## config.mk

```make
export PLATFORM = sky130hd
export DESIGN_NAME = me_stage_flat
export DESIGN_NICKNAME = d
export VERILOG_FILES = /design/src/rtl/me_stage_if.sv /design/src/rtl/me_stage.sv /design/src/flat_wrapper.sv
export SDC_FILE = /design/constraint.sdc
export NUM_CORES = 1
export LEC_CHECK = 0
export CAP_MARGIN = 20
export CORE_AREA = 2 2 124 126
export DETAILED_ROUTE_END_ITERATION = 8
export DIE_AREA = 0 0 126 128
export PLACE_DENSITY = 0.72
export SLEW_MARGIN = 0
export SYNTH_ARGS = -nofsm -noshare
export SYNTH_HDL_FRONTEND = slang
export SYNTH_SLANG_ARGS = --single-unit
```

## constraint.sdc

```tcl
create_clock -name clk -period 2.11 [get_ports clk]
set_clock_uncertainty 0.05 [all_clocks]
set_input_delay 0.211 -clock clk [delete_from_list [all_inputs] [get_ports clk]]
set_output_delay 0.211 -clock clk [all_outputs]
set_load 0.03 [all_outputs]
```

## src/rtl/me_stage_if.sv

```systemverilog
// me_stage_if: data-bus handshake between the memory stage and the data memory.
interface me_stage_if;
  logic        req;
  logic        we;
  logic [31:0] addr;
  logic [3:0]  wmask;
  logic [31:0] wdata;
  logic [31:0] rdata;
  logic        ack;
  modport master (output req, we, addr, wmask, wdata, input rdata, ack);
  modport slave  (input req, we, addr, wmask, wdata, output rdata, ack);
endinterface

```

## src/rtl/me_stage.sv

```systemverilog
// me_stage: pipeline memory stage; issues aligned loads/stores on the data bus,
// stalls the pipe until ack or timeout, and extends load data for write-back.
module me_stage #(
  parameter int ACK_TIMEOUT = 15
) (
  input  logic              clk,
  input  logic              rst,
  input  logic              me_w_enable,
  input  logic [4:0]        me_w_addr,
  input  logic [31:0]       me_w_data,
  input  logic [3:0]        me_mem_op,
  input  logic [31:0]       me_mem_addr,
  input  logic [31:0]       me_mem_sdata,
  input  logic [5:0]        stall,
  output logic              wb_w_enable,
  output logic [4:0]        wb_w_addr,
  output logic [31:0]       wb_w_data,
  output logic              stall_req,
  me_stage_if.master        mem,
  output logic              misalign,
  output logic              timeout
);
  typedef enum logic [1:0] {IDLE, WAIT, DONE} state_t;
  state_t      r_state, w_next;
  logic [7:0]  r_cnt, w_cnt;
  logic        r_rst, r_timeout, r_wb_en;
  logic [4:0]  r_wb_addr;
  logic [31:0] r_wb_data;
  logic        w_ld, w_st, w_mis, w_go, w_bus, w_ack_done, w_to, w_unused_stall;
  logic [1:0]  w_a;
  logic [7:0]  w_byte;
  logic [15:0] w_half;
  logic [31:0] w_ext;
  assign w_unused_stall = &stall[4:0];
  assign w_a    = me_mem_addr[1:0];
  assign w_ld   = me_mem_op >= 4'd1 && me_mem_op <= 4'd5;
  assign w_st   = me_mem_op >= 4'd6 && me_mem_op <= 4'd8;
  assign w_mis  = ((me_mem_op == 4'd2 || me_mem_op == 4'd5 || me_mem_op == 4'd7) && w_a[0]) ||
                  ((me_mem_op == 4'd3 || me_mem_op == 4'd8) && |w_a);
  // r_rst keeps every output quiet until rst is sampled high again
  assign w_go   = !r_rst && r_state == IDLE && (w_ld || w_st) && !w_mis;
  assign w_bus  = w_go || (!r_rst && r_state == WAIT);
  assign w_byte = 8'(mem.rdata >> {w_a, 3'b000});
  assign w_half = w_a[1] ? mem.rdata[31:16] : mem.rdata[15:0];
  assign w_ext  = me_mem_op == 4'd1 ? {{24{w_byte[7]}}, w_byte} :
                  me_mem_op == 4'd2 ? {{16{w_half[15]}}, w_half} :
                  me_mem_op == 4'd4 ? {24'd0, w_byte} :
                  me_mem_op == 4'd5 ? {16'd0, w_half} : mem.rdata;
  always_comb begin
    w_next     = r_state;
    w_cnt      = r_cnt;
    w_ack_done = 1'b0;
    w_to       = 1'b0;
    if (r_state == IDLE) begin
      w_cnt  = 8'd0;
      w_next = w_go ? WAIT : IDLE;
    end else if (r_state == WAIT) begin
      if (mem.ack) begin
        w_ack_done = 1'b1;
        w_next     = DONE;
      end else begin
        w_cnt = r_cnt + 8'd1;
        if (w_cnt == 8'(ACK_TIMEOUT)) begin
          w_to   = 1'b1;
          w_next = DONE;
        end
      end
    end else begin
      w_next = stall[5] ? DONE : IDLE;
    end
  end
  always_ff @(posedge clk) begin
    if (!rst) begin
      r_state   <= IDLE;
      r_cnt     <= 8'd0;
      r_rst     <= 1'b1;
      r_timeout <= 1'b0;
      r_wb_en   <= 1'b0;
      r_wb_addr <= 5'd0;
      r_wb_data <= 32'd0;
    end else begin
      r_state   <= w_next;
      r_cnt     <= w_cnt;
      r_rst     <= 1'b0;
      r_timeout <= w_to;
      if (w_ack_done || w_to) begin
        r_wb_en   <= w_ack_done && w_ld && me_w_enable;
        r_wb_addr <= me_w_addr;
        r_wb_data <= (w_ack_done && w_ld) ? w_ext : 32'd0;
      end
    end
  end
  assign mem.req     = w_bus;
  assign mem.we      = w_bus && w_st;
  assign mem.addr    = w_bus ? {me_mem_addr[31:2], 2'b00} : 32'd0;
  assign mem.wmask   = !(w_bus && w_st) ? 4'd0 :
                       me_mem_op == 4'd6 ? 4'b0001 << w_a :
                       me_mem_op == 4'd7 ? (w_a[1] ? 4'b1100 : 4'b0011) : 4'b1111;
  assign mem.wdata   = !(w_bus && w_st) ? 32'd0 :
                       me_mem_op == 4'd6 ? {4{me_mem_sdata[7:0]}} :
                       me_mem_op == 4'd7 ? {2{me_mem_sdata[15:0]}} : me_mem_sdata;
  assign stall_req   = w_bus;
  assign misalign    = !r_rst && r_state == IDLE && w_mis;
  assign timeout     = r_timeout;
  assign wb_w_enable = r_rst ? 1'b0 : r_state == DONE ? r_wb_en :
                       (r_state == IDLE && !w_ld && !w_st) ? me_w_enable : 1'b0;
  assign wb_w_addr   = r_rst ? 5'd0 : r_state == DONE ? r_wb_addr : me_w_addr;
  assign wb_w_data   = r_rst ? 32'd0 : r_state == DONE ? r_wb_data : me_w_data;
endmodule
```

## src/flat_wrapper.sv

```systemverilog
// flat-port wrapper written by rule: the top's interface ports become plain ports
module me_stage_flat 
#(
  parameter int ACK_TIMEOUT = 15
)
  (clk, rst, me_w_enable, me_w_addr, me_w_data, me_mem_op, me_mem_addr, me_mem_sdata, stall, wb_w_enable, wb_w_addr, wb_w_data, stall_req, misalign, timeout, mem_req, mem_we, mem_addr, mem_wmask, mem_wdata, mem_rdata, mem_ack);
  me_stage_if mem_i ();
  input  logic clk;
  input  logic rst;
  input  logic me_w_enable;
  input  logic [4:0] me_w_addr;
  input  logic [31:0] me_w_data;
  input  logic [3:0] me_mem_op;
  input  logic [31:0] me_mem_addr;
  input  logic [31:0] me_mem_sdata;
  input  logic [5:0] stall;
  output logic wb_w_enable;
  output logic [4:0] wb_w_addr;
  output logic [31:0] wb_w_data;
  output logic stall_req;
  output logic misalign;
  output logic timeout;
  output wire logic [$bits(mem_i.req)-1:0] mem_req;
  output wire logic [$bits(mem_i.we)-1:0] mem_we;
  output wire logic [$bits(mem_i.addr)-1:0] mem_addr;
  output wire logic [$bits(mem_i.wmask)-1:0] mem_wmask;
  output wire logic [$bits(mem_i.wdata)-1:0] mem_wdata;
  input wire logic [$bits(mem_i.rdata)-1:0] mem_rdata;
  input wire logic [$bits(mem_i.ack)-1:0] mem_ack;
  assign mem_req = mem_i.req;
  assign mem_we = mem_i.we;
  assign mem_addr = mem_i.addr;
  assign mem_wmask = mem_i.wmask;
  assign mem_wdata = mem_i.wdata;
  assign mem_i.rdata = mem_rdata;
  assign mem_i.ack = mem_ack;
  me_stage #(.ACK_TIMEOUT(ACK_TIMEOUT)) u_core (.clk(clk), .rst(rst), .me_w_enable(me_w_enable), .me_w_addr(me_w_addr), .me_w_data(me_w_data), .me_mem_op(me_mem_op), .me_mem_addr(me_mem_addr), .me_mem_sdata(me_mem_sdata), .stall(stall), .wb_w_enable(wb_w_enable), .wb_w_addr(wb_w_addr), .wb_w_data(wb_w_data), .stall_req(stall_req), .mem(mem_i), .misalign(misalign), .timeout(timeout));
endmodule
```

==> qor.yml, run 1 <==
sta:
  finalCritPeriodShare: 0.976
  fmax_mhz: 486
  drv_slew: 0
  fin_ws_ns: 0.0510
  worst_pin_slew_ns: 0.707
  slew_headroom: 0.525
  finalHoldViolCount: 0
  setup_viol: 0
  final.min_clock_period_ns: 2.06
  tns_ns: 0
placed_design:
  portBuffers: 250
  dpl_cell_area_um2: 7330
  place_ws_ns: -0.287
  dp_hpwl_um: 13100
  routabilityCongestion: 0.907
run:
  maxCapViolCount: 0
finish:
  antennaDiodeCount: 0
  stdcell_area_um2: 7630
  drive_above_1_share: 0.284
  layout.nets: 1059
  area_growth_pct: 76.2
  fillers: 1470
worst_setup_path:
  critical_path.endpoint: "mem_wdata[12]"
  crit_path_end_kind: "output pin"
  worstPathMaxFanout: 8
  r2r_slack_ns: 0.13
  path_class: "reg2out"
  reg2regPathDepth: 8
  cp_data_arrival_time_ns: 1.80
  regToRegStartpoint: "u_core.r_cnt[0]"
  start_kind: "flip-flop"
  required_ns: 1.85
  crit_start: "u_core.r_state[1]"
  regToRegEndpoint: "u_core.r_wb_data[4]"
global_routing:
  antenna_found_initial: 0
  grt_start_max_net_pins: 39
  grt_pass1_wl_um: 26400
  grt_overflow: 0
  grtUsageTotal: 0.197
  grt_pass1_vias: 5160
die:
  initial_utilization: 0.291
  rows: 45
  dieArea_um2: 16100
  io-pin-count: 258
  die_w_um: 126
  die_height_um: 128
  coreArea_um2: 14900
clocking:
  clk-insertion-delay-late_ns: 0.29
  cts_made_buffers: 5
  cts_tree: "yes"
  cts_hold_buffers: 0
  clockRootBuffer: "clkbuf_16"
  clkSinkCount: 50
  cts.path.max_buffers: 2
  cts.reportedPaths.clkPinSlew_ns: 0.07
  cts_max_level: 2
logic_synthesis:
  ys_seq_elements: 50
  synth_top_cell_by_area: "dfxtp_1"
  async_flop_share: 0
  yosysMostFrequentCell: "nand2_1"
  postSynthCellCount: 627
  synth_top_area_frac: 0.231
  syn_area_per_cell_um2: 6.91
  ys.flop_type: "dfxtp_1"
  synth_edf_count: 0
  synth_area_leaders: "dfxtp_1 23%, nand2_1 12%, a21oi_1 6.9%"
  synthAdderAreaFrac: 0.00578
  yosys_warnings: 0
  synth_seq_area_share: 0.231
  synth_compound_area_frac: 0.315
  synth_top_family_by_area: "compound AO/OA/AOI/OAI gates"
  ys_types: 63
  yosys.area_share.simple: 0.304
  syn_area_um2: 4330
  synthMuxAreaShare: 0.0598
  synth_xor_area_frac: 0.0182
  synth_commonest_cells: "139 x nand2_1, 60 x a21oi_1, 50 x dfxtp_1"
worst_hold_path:
  worstHoldPathType: "reg2reg"
power:
  power.share.clock: 0.287
  p_per_area_nw_per_um2: 420
  internal_power_uw: 2170
  switching_share: 0.324
  ir_drop_mv: 0.322
  netSwitchingPower_uw: 1040
  power_frac_seq: 0.301
  comb_power_share: 0.412
  leakage_uw: 0.00318
route:
  via_per_inst: 5.06
  drt-wirelength-per-cell_um: 15.4
  route.detailed.drc: 0
  ant_nets: 0
  num_vias: 5556
  drt-pass1-iter-count: 5
  wl_um: 16900
  drt_iter0_drc: 433
status:
  outcome: "finished, final reports clean"
per-stage QoR:
| step | std cells | power, uW | hold WS, ns | util |
|---|---|---|---|---|
| 2_1_floorplan | 628 | 1630 | 0.294 | - |
| 3_3_place_gp | 1086 | 2270 | 0.392 | 0.493 |
| 3_5_place_dp | 1086 | 2280 | 0.396 | 0.493 |
| 4_1_cts | 1099 | 3210 | 0.414 | 0.511 |
| 5_1_grt | 1099 | 3350 | 0.422 | 0.514 |
| 6_report | 1099 | 3210 | 0.411 | 0.514 |
worst max-delay path, stage by stage (launching register included):
cell and delay, ns:
dfxtp_1 0.31, or2_2 0.32, a41o_1 0.24, inv_2 0.11
o21ai_4 0.08, buf_6 0.16, a21oi_2 0.11, buf_4 0.18
sequential cells by signal (all words and copies together) (netlist names):
name,flops
u_core.r_cnt,8
u_core.r_wb_addr,5
u_core.r_wb_en,1
u_core.r_state,2
u_core.r_wb_data,32
u_core.timeout,1
u_core.r_rst,1
power by group through the flow:
stage / sequential [uW] / combinational [uW] / clock, uW
after global routing: 966 / 1420 / 963
after global placement: 986 / 1290 / 0
final: 965 / 1320 / 921
after detailed placement: 986 / 1290 / 0
after floorplan: 982 / 651 / 0
after CTS: 965 / 1320 / 931
area by class of cell:
| cell class | count | area, um2 | share of cell area |
|---|---|---|---|
| flip-flops and latches | 50 | 1000 | 0.131 |
| clock inverters | 1 | 30.0 | 0.00393 |
| well taps | 188 | 235 | 0.0308 |
| clock buffers | 7 | 133 | 0.0174 |
| multi-input cells | 511 | 3180 | 0.417 |
| repair buffers | 332 | 3010 | 0.394 |
| inverters | 10 | 42.5 | 0.00557 |
layout by cell type, fill, tap and decap left out, types with 3 or more instances in the layout:
| cell | n |
|---|---|
| buf_4 | 171 |
| nand2_1 | 139 |
| clkdlybuf4s50_1 | 136 |
| a21oi_1 | 51 |
| dfxtp_1 | 48 |
| nor2_1 | 43 |
| o2bb2ai_1 | 28 |
| and2_1 | 25 |
| mux2i_1 | 18 |
| o221ai_1 | 18 |
| o21a_1 | 17 |
| and2_2 | 13 |
| buf_12 | 12 |
| o21ai_0 | 11 |
| nor2b_1 | 10 |
| a22oi_1 | 9 |
| nor3_1 | 9 |
| a21oi_2 | 8 |
| a221oi_1 | 8 |
| inv_1 | 7 |
| nor2_2 | 7 |
| buf_6 | 7 |
| xor2_1 | 6 |
| nand2b_1 | 5 |
| nand3_1 | 5 |
| a211oi_1 | 5 |
| a22o_1 | 5 |
| clkbuf_16 | 5 |
| and2_4 | 4 |
| a221o_1 | 4 |
| dlygate4sd2_1 | 4 |
| o21ai_1 | 3 |
| or2_2 | 3 |
| nor2b_2 | 3 |
| nand3b_1 | 3 |
| mux2_2 | 3 |
| nand4_1 | 3 |
| xnor2_1 | 3 |
worst min path at each step:
stage / from / to / cells after the start
after floorplan: me_w_enable / u_core.r_wb_en / 1
after global placement: u_core.r_wb_addr[3] / u_core.r_wb_addr[3] / 2
after detailed placement: u_core.r_wb_data[25] / u_core.r_wb_data[25] / 1
after CTS: u_core.r_wb_addr[4] / u_core.r_wb_addr[4] / 2
after global routing: u_core.r_wb_addr[1] / u_core.r_wb_addr[1] / 2
final: u_core.r_wb_addr[3] / u_core.r_wb_addr[3] / 2
cell families (layout without fill, tap and decap cells):
logic type / after synthesis / in the layout
flops: 50 / 50
buf+inv: 67 / 350
mux: 23 / 23
xor+xnor: 9 / 9
simple gates: 283 / 283
fa+ha+maj: 2 / 2
compound gates: 192 / 192
other cells: 1 / 2
per-layer routing:
layer / global-route usage / wire length [um] / vias up
met5: 0 / 0 / -
met4: 0.0343 / 221 / 0
met3: 0.0342 / 840 / 18
met2: 0.348 / 8490 / 167
met1: 0.255 / 7360 / 2576
li1: - / - / 2795
what timing repair did:
item                                    in CTS  in global routing
pin swaps                                    4                  2
gates resized for setup                     22                 14
endpoints found under the setup margin      95                 87
setup buffers                                5                  0
Note: power is estimated with default switching activity, not from simulation.
==> run 2, diff against run 1 <==
Settings changed: CTS_CLUSTER_SIZE from default to 8.
==> results of run 2 <==
Same layout as run 1: the final DEF is identical, and so are final timing and power.
